**src/rtl/neuron_mac_seq.sv**
```systemverilog
// rtl/neuron_mac_seq.sv - sequential MAC neuron: one multiply-accumulate per clock, round, saturate, optional ReLU
// Inputs are unsigned Q1.FRAC, weights/bias/result signed Q1.FRAC; weights and bias come from an external ROM.
module neuron_mac_seq #(
   parameter int N_IN   = 4,
   parameter int W      = 16,
   parameter int FRAC   = 15,
   parameter int ADDR_W = 3,
   parameter int RELU   = 1,
   localparam int IDX_W = (N_IN > 1) ? $clog2(N_IN) : 1
) (
   input  logic                clk,
   input  logic                rst_n,
   input  logic                in_valid,
   output logic                in_ready,
   input  logic [N_IN*W-1:0]   in_vec,
   input  logic [ADDR_W-1:0]   addr,
   output logic [ADDR_W-1:0]   rom_row,
   output logic [IDX_W-1:0]    rom_idx,
   input  logic [W-1:0]        rom_w,
   input  logic [W-1:0]        rom_b,
   output logic                out_valid,
   input  logic                out_ready,
   output logic [W-1:0]        out_data,
   output logic                out_sat
);

   localparam int ACC_W = 2*W + 1 + $clog2(N_IN + 1);
   localparam logic [ACC_W-1:0] HALF = {{(ACC_W-1){1'b0}}, 1'b1} << (FRAC - 1);
   localparam logic signed [ACC_W-1:0] MAX_V = {{(ACC_W-W+1){1'b0}}, {(W-1){1'b1}}};
   localparam logic signed [ACC_W-1:0] MIN_V = {{(ACC_W-W+1){1'b1}}, {(W-1){1'b0}}};

   typedef enum logic [1:0] {S_IDLE, S_MAC, S_FIN, S_HOLD} state_t;

   state_t                   state_q, state_d;
   logic signed [ACC_W-1:0]  acc_q, acc_d;
   logic [IDX_W-1:0]         idx_q, idx_d;
   logic [ADDR_W-1:0]        addr_q, addr_d;
   logic [N_IN*W-1:0]        vec_q, vec_d;
   logic                     out_valid_q, out_valid_d;
   logic [W-1:0]             out_data_q, out_data_d;
   logic                     out_sat_q, out_sat_d;

   logic                     last_idx;
   logic [W-1:0]             x_cur;
   logic signed [2*W:0]      x_ext, w_ext, prod;
   logic signed [ACC_W-1:0]  prod_ext, bias_ext, rnd, shifted;
   logic [W-1:0]             clipped, result;
   logic                     clip_sat;

   always_ff @(posedge clk or negedge rst_n) begin
      if (!rst_n) begin
         state_q     <= S_IDLE;
         acc_q       <= '0;
         idx_q       <= '0;
         addr_q      <= '0;
         vec_q       <= '0;
         out_valid_q <= 1'b0;
         out_data_q  <= '0;
         out_sat_q   <= 1'b0;
      end else begin
         state_q     <= state_d;
         acc_q       <= acc_d;
         idx_q       <= idx_d;
         addr_q      <= addr_d;
         vec_q       <= vec_d;
         out_valid_q <= out_valid_d;
         out_data_q  <= out_data_d;
         out_sat_q   <= out_sat_d;
      end
   end

   assign last_idx = (idx_q == IDX_W'(N_IN - 1));

   always_comb begin
      state_d = state_q;
      case (state_q)
         S_IDLE:  if (in_valid) state_d = S_MAC;
         S_MAC:   if (last_idx) state_d = S_FIN;
         S_FIN:   state_d = S_HOLD;
         S_HOLD:  if (out_ready) state_d = S_IDLE;
         default: state_d = S_IDLE;
      endcase
   end

   // Input is zero-extended so full-scale unsigned codes multiply as positive values.
   always_comb begin
      x_cur    = vec_q[idx_q*W +: W];
      x_ext    = {{(W+1){1'b0}}, x_cur};
      w_ext    = {{(W+1){rom_w[W-1]}}, rom_w};
      prod     = x_ext * w_ext;
      prod_ext = {{(ACC_W-2*W-1){prod[2*W]}}, prod};
      bias_ext = {{(ACC_W-W){rom_b[W-1]}}, rom_b} << FRAC;
      rnd      = acc_q + HALF;
      shifted  = rnd >>> FRAC;
      clip_sat = 1'b0;
      clipped  = shifted[W-1:0];
      if (shifted > MAX_V) begin
         clipped  = MAX_V[W-1:0];
         clip_sat = 1'b1;
      end else if (shifted < MIN_V) begin
         clipped  = MIN_V[W-1:0];
         clip_sat = 1'b1;
      end
      result = ((RELU != 0) && clipped[W-1]) ? '0 : clipped;
   end

   always_comb begin
      acc_d       = acc_q;
      idx_d       = idx_q;
      addr_d      = addr_q;
      vec_d       = vec_q;
      out_valid_d = out_valid_q;
      out_data_d  = out_data_q;
      out_sat_d   = out_sat_q;
      case (state_q)
         S_IDLE: if (in_valid) begin
            vec_d  = in_vec;
            addr_d = addr;
            acc_d  = bias_ext;
            idx_d  = '0;
         end
         S_MAC: begin
            acc_d = acc_q + prod_ext;
            if (!last_idx) idx_d = idx_q + IDX_W'(1);
         end
         S_FIN: begin
            out_data_d  = result;
            out_sat_d   = clip_sat;
            out_valid_d = 1'b1;
         end
         S_HOLD: if (out_ready) out_valid_d = 1'b0;
         default: ;
      endcase
   end

   // In IDLE the ROM is addressed straight from addr so the bias is available at accept.
   always_comb begin
      in_ready = (state_q == S_IDLE);
      rom_row  = (state_q == S_IDLE) ? addr : addr_q;
      rom_idx  = (state_q == S_IDLE) ? '0 : idx_q;
   end

   assign out_valid = out_valid_q;
   assign out_data  = out_data_q;
   assign out_sat   = out_sat_q;

endmodule

```
**config.mk**
```make
export PLATFORM = sky130hd
export DESIGN_NAME = neuron_mac_seq
export DESIGN_NICKNAME = d
export VERILOG_FILES = /design/src/rtl/neuron_mac_seq.sv
export SDC_FILE = /design/constraint.sdc
export NUM_CORES = 1
export LEC_CHECK = 0
export CORE_AREA = 2 2 198 161
export DETAILED_ROUTE_END_ITERATION = 8
export DIE_AREA = 0 0 200 163
export PLACE_DENSITY = 0.81
export SLEW_MARGIN = 25
export SYNTH_ARGS = -nofsm -noshare
export SYNTH_HDL_FRONTEND = slang
export SYNTH_SLANG_ARGS = --single-unit
```
**constraint.sdc**
```tcl
create_clock -name clk -period 10.1 [get_ports clk]
set_input_delay 2.02 -clock clk [delete_from_list [all_inputs] [get_ports clk]]
set_output_delay 2.02 -clock clk [all_outputs]
set_load 0.005 [all_outputs]
```
# [Word level (Yosys, flattened, before mapping)]
# Index checks and enable logic that the tools add are counted.
[classes] magnitude_cmp=2 eq_ne=8 addsub=3 n_mux=18 multipliers=1 shifts=1 reduce_logical=8
[op_table] operator="36-bit case mux with 2 select lines" count=1
[op_table] operator="64-bit by 7-bit variable part select with 16-bit output" count=1
[op_table] operator="36-bit by 15-bit adder with 36-bit output, second input constant" count=1
[op_table] operator="36-bit by 33-bit adder with 36-bit output" count=1
[op_table] operator="36-bit two-way mux" count=1
[op_table] operator="17-bit by 16-bit multiplier with 33-bit output" count=1
[op_table] operator="16-bit two-way mux" count=2
[op_table] operator="21-bit by 16-bit > comparator with 1-bit output, second input constant" count=1
[op_table] operator="21-bit by 16-bit < comparator with 1-bit output, second input constant" count=1
[op_table] operator="15-bit two-way mux" count=1
[op_table] operator="2-bit two-way mux" count=6
[op_table] operator="2-bit inequality test, second input constant" count=4
[op_table] operator="2-bit case mux with 4 select lines" count=1
[op_table] operator="2-bit == test, second input constant" count=3
[op_table] operator="2-bit AND reduction" count=3
[op_table] operator="3-bit AND reduction" count=2
[op_table] operator="2-bit case mux with 2 select lines" count=1
[op_table] operator="2-bit nonzero test" count=2
[op_table] operator="1-bit two-way mux" count=3
[op_table] operator="3-bit two-way mux" count=1
[op_table] operator="2-bit by 1-bit adder with 2-bit output, second input constant" count=1
[op_table] operator="2-bit by 1-bit == test with 1-bit output, second input constant" count=1
[op_table] operator="2-bit zero test" count=1
[op_table] operator="1-bit case mux with 2 select lines" count=1
[word_totals] ff_bits=125 in_bits=103 wordCells=49 out_inout_bits=24

# [Logic depth before layout (Yosys ltp)]
[depth] ltp_word=5 ltp_mapped=27 mapped_depth_nobuf=24

# [Least setup slack after synthesis]
# Ideal clock, no wire load.
[synth_timing] kind="input -> register" from="in rom_w[15]" to="reg acc_q[26]" slack_ns=2.372 n_path_buf=2 stages=22 arrival_time_ns=7.593 t_required_ns=9.965 setup_time_ns=0.135 cell_sequence="inv_1 -> clkbuf_1 -> nor2_1 -> fa_1 -> fa_1 -> fa_1 -> fa_1 -> fa_1 -> inv_1 -> fa_1 -> inv_1 -> ha_1 -> clkbuf_2 -> a21oi_1 -> o211ai_1 -> a32oi_1 -> nand4b_1 -> o22ai_1 -> o21bai_1 -> a211o_1 -> a31oi_1 -> o21ai_0"
[synth_via] elab_chain_len=3
[synth_lines] element="start, declared" line="19" rtl="input logic [W-1:0] rom_w,"
[synth_lines] element="17-bit by 16-bit multiplier with 33-bit output" line="90" rtl="prod = x_ext * w_ext;"
[synth_lines] element="36-bit by 33-bit adder with 36-bit output" line="123" rtl="acc_d = acc_q + prod_ext;"
[synth_lines] element="36-bit case mux with 2 select lines" line="115" rtl="case (state_q)"
[synth_lines] element="end signal, assigned" line="53" rtl="acc_q <= '0;"
[synth_lines] element="end signal, assigned" line="62" rtl="acc_q <= acc_d;"
[synth_lines] element="end, declared" line="35" rtl="logic signed [ACC_W-1:0] acc_q, acc_d;"
# Every way passes these cells.
# A chain may end at the register's enable or synchronous reset.

# [Final worst setup path]
[layout_timing] from="in rom_w[11]" to="reg acc_q[28]"
# The elaborated chain is that of the path after synthesis.

==> results.cfg <==
[status]
outcome = finished, final reports clean

[route]
dr_wl_met3_mm = 3.68
drc = 0
drtIter0Drc = 784
detail_route.wl_per_cell_um = 19.0
avgViaCountPerCell = 5.40
route.top_layer_used = met4
wirelength_mm = 40.7
drt-met1-wl_mm = 18.2
postRouteAntennaNets = 0
vias = 11600
first_pass_iters = 5
route.met2.wl_mm = 18.1

[synth]
synth_top_area_share_pct = 28.8
synth_top_area_cell = fa_1
synth_cell_type_count = 71
ys.flop_type = dfrtp_1
ys_seq_area_share_pct = 19.6
synth_edf_count = 0
ys_async_sr_fraction_pct = 100
syn_area_per_cell_um2 = 9.75
synth-seq-cells = 124
yosys_warnings = 0
syn_inst = 1621
synthTopCellsByArea = fa_1 (29%), dfrtp_1 (20%), ha_1 (10%), inv_1 (8.3%), and2_1 (5.1%)
syn_nets = 2083
syn_area_um2 = 15800

[timing]
finalCritPeriodShare_pct = 84.9
period_minus_slack_ns = 8.58
fmax_mhz = 117
tns_ns = 0
rsz0062_at_grt = no
finalHoldViolCount = 0
relSlewSlack_pct = 35.7
finalSetupViolCount = 0
finalClockSkew_ns = 0.00854
worstMarginPinSlew_ns = 0.964
maxSlewViolCount = 0

[critical_path]
cp-startpoint = rom_w[11]
crit_type = in2reg
worstPathRequired_ns = 10.40
startpoint_type = input pin
critPathArrivalTime_ns = 8.88
reg2reg_from = idx_q[0]
crit_path_end_kind = flip-flop
cp_max_fo = 16

[job]
cap_violations = 0

[clock_network]
clkTransAtPathRegs_ns = 0.06
clock_path_buffers = 2
cts_resized = 0
cts_root_buffer = clkbuf_16
clk_latency_ns = 0.43
cts_max_level = 4
cts_tree = built
ctsHoldBuffers = 0
cts_buffers = 17
clock_sinks = 124
cts_setup_buffers = 0

[floorplan]
die_w_um = 200
dieArea_um2 = 32600
initial_core_util_pct = 51.2
num_rows = 58
coreArea_um2 = 30800
die_h_um = 163
io_pins = 127

[finish]
nets = 2172
fillCellCount = 2522
areaGrowthSynthToFinish_pct = 13.8
layout-drive-gt1-share_pct = 9.00

[placement]
place_congestion = 0.920
port_buffers = 125
dp_hpwl_mm = 31.9

[global_route]
grt_overflow_total = 0
first_global_vias = 12500
antenna_found_initial = 1
grt_pass1_wl_mm = 67.1
grt_max_degree = 75
grt_usage_pct = 27.1

[worst_hold_path]
hp-start = acc_q[12]
hold_path.class = reg2reg
-- final cells by class --
class | instances | area (um2) | share of cell area [%]
antenna | 2 | 5.00 | 0.0278
timing repair buffer | 134 | 1320 | 7.34
clock buffer | 20 | 457 | 2.54
sequential | 124 | 3100 | 17.3
inverter | 348 | 1310 | 7.26
tap | 420 | 526 | 2.92
clock inverter | 12 | 138 | 0.765
multi-input combinational | 1085 | 11100 | 61.9
-- cell usage after synthesis, types with 3 or more instances --
master    instances
inv_1           348
fa_1            227
nand2_1         165
ha_1            132
and2_1          128
dfrtp_1         124
mux2_2           71
clkbuf_1         57
a21oi_1          47
o21ai_0          43
nor2_1           34
xnor2_1          28
a21o_1           19
xor2_1           17
mux4_2           16
nand3_1          16
nor2b_1          12
and3_1           10
nand2b_1          9
o221ai_2          9
o211ai_1          8
a211oi_1          7
o21a_1            7
a31oi_1           6
nand4_1           6
nor3_1            6
o221ai_1          6
o21bai_1          5
a22oi_1           4
mux2i_1           3
-- kinds of logic (layout without fill, tap and decap cells) --
| group | count (synthesis) | count (layout) | synth area share, % |
|---|---|---|---|
| buffers and inverters | 412 | 514 | 9.93 |
| and+or+nand+nor | 406 | 406 | 13.2 |
| adders and majority gates | 359 | 359 | 39.2 |
| xor gates and xnor gates | 45 | 45 | 2.49 |
| muxes | 90 | 90 | 7.53 |
| AOI/OAI and AO/OA | 184 | 184 | 8.02 |
| DFF | 124 | 124 | 19.6 |
| other | 1 | 3 | 0.0237 |
-- through the flow --
step | hold WS (ns) | setup slack (ns) | std cells | util (%) | cell area, um2
4_1_cts | 0.492 | 1.64 | 2143 | 58.3 | 18000
5_1_grt | 0.518 | 1.29 | 2143 | 58.3 | 18000
3_3_place_gp | 0.458 | 1.31 | 2111 | 56.4 | 17400
3_5_place_dp | 0.477 | 1.22 | 2111 | 56.4 | 17400
2_1_floorplan | 0.445 | 2.37 | 1621 | - | 15800
6_report | 0.488 | 1.52 | 2145 | 58.3 | 18000
-- critical path: stages --
cell and delay (ns):
clkdlybuf4s50_1 1.00, nand2_1 0.18, fa_1 0.55, inv_1 0.05, fa_1 0.47, fa_1 0.52, fa_1 0.54, fa_1 0.57
inv_1 0.06, fa_1 0.54, inv_1 0.04, ha_1 0.40, a21oi_1 0.28, o211ai_1 0.13, a32oi_1 0.25, nand4b_1 0.13
o22ai_1 0.42, o21ai_0 0.18, a21oi_1 0.19, xor2_1 0.24, a21oi_1 0.11
-- cell usage in the layout (no fill, tap or decap), types with 10 or more instances in the layout --
| master | instances |
|---|---|
| a21o_1 | 19 |
| a21oi_1 | 47 |
| and2_1 | 128 |
| and3_1 | 10 |
| clkbuf_16 | 17 |
| clkdlybuf4s50_1 | 124 |
| dfrtp_1 | 123 |
| fa_1 | 227 |
| ha_1 | 131 |
| inv_1 | 348 |
| mux2_2 | 71 |
| mux4_2 | 16 |
| nand2_1 | 164 |
| nand3_1 | 16 |
| nor2_1 | 34 |
| nor2b_1 | 12 |
| o21ai_0 | 43 |
| xnor2_1 | 28 |
| xor2_1 | 17 |
-- registers in the layout (all words and copies together) (netlist names) --
register and cells:
vec_q 64, acc_q 36, out_data 15, addr_q 3, idx_q 2, state_q 2, out_sat 1, out_valid 1
-- metal layers --
layer,vias up,GRT usage [%]
met5,-,0
met4,0,6.60
met3,50,7.29
met2,462,41.5
met1,5811,38.4
li1,5267,-
-- worst paths after layout --
| kind | to | slack (ns) | cells past startpoint |
|---|---|---|---|
| hold reg to reg | acc_q[12] | 0.49 | 2 |
| setup / recovery | acc_q[28] | 1.52 | 21 |
| setup reg to reg | acc_q[28] | 2.33 | 23 |
| max in group asynchronous | addr_q[2] | 7.34 | 2 |
| min in group asynchronous | state_q[0] | 1.63 | 1 |
| hold / removal | acc_q[12] | 0.49 | 2 |
Power is not shown: default switching activity piles up to over one toggle a cycle in this logic, so the estimate is an artifact.
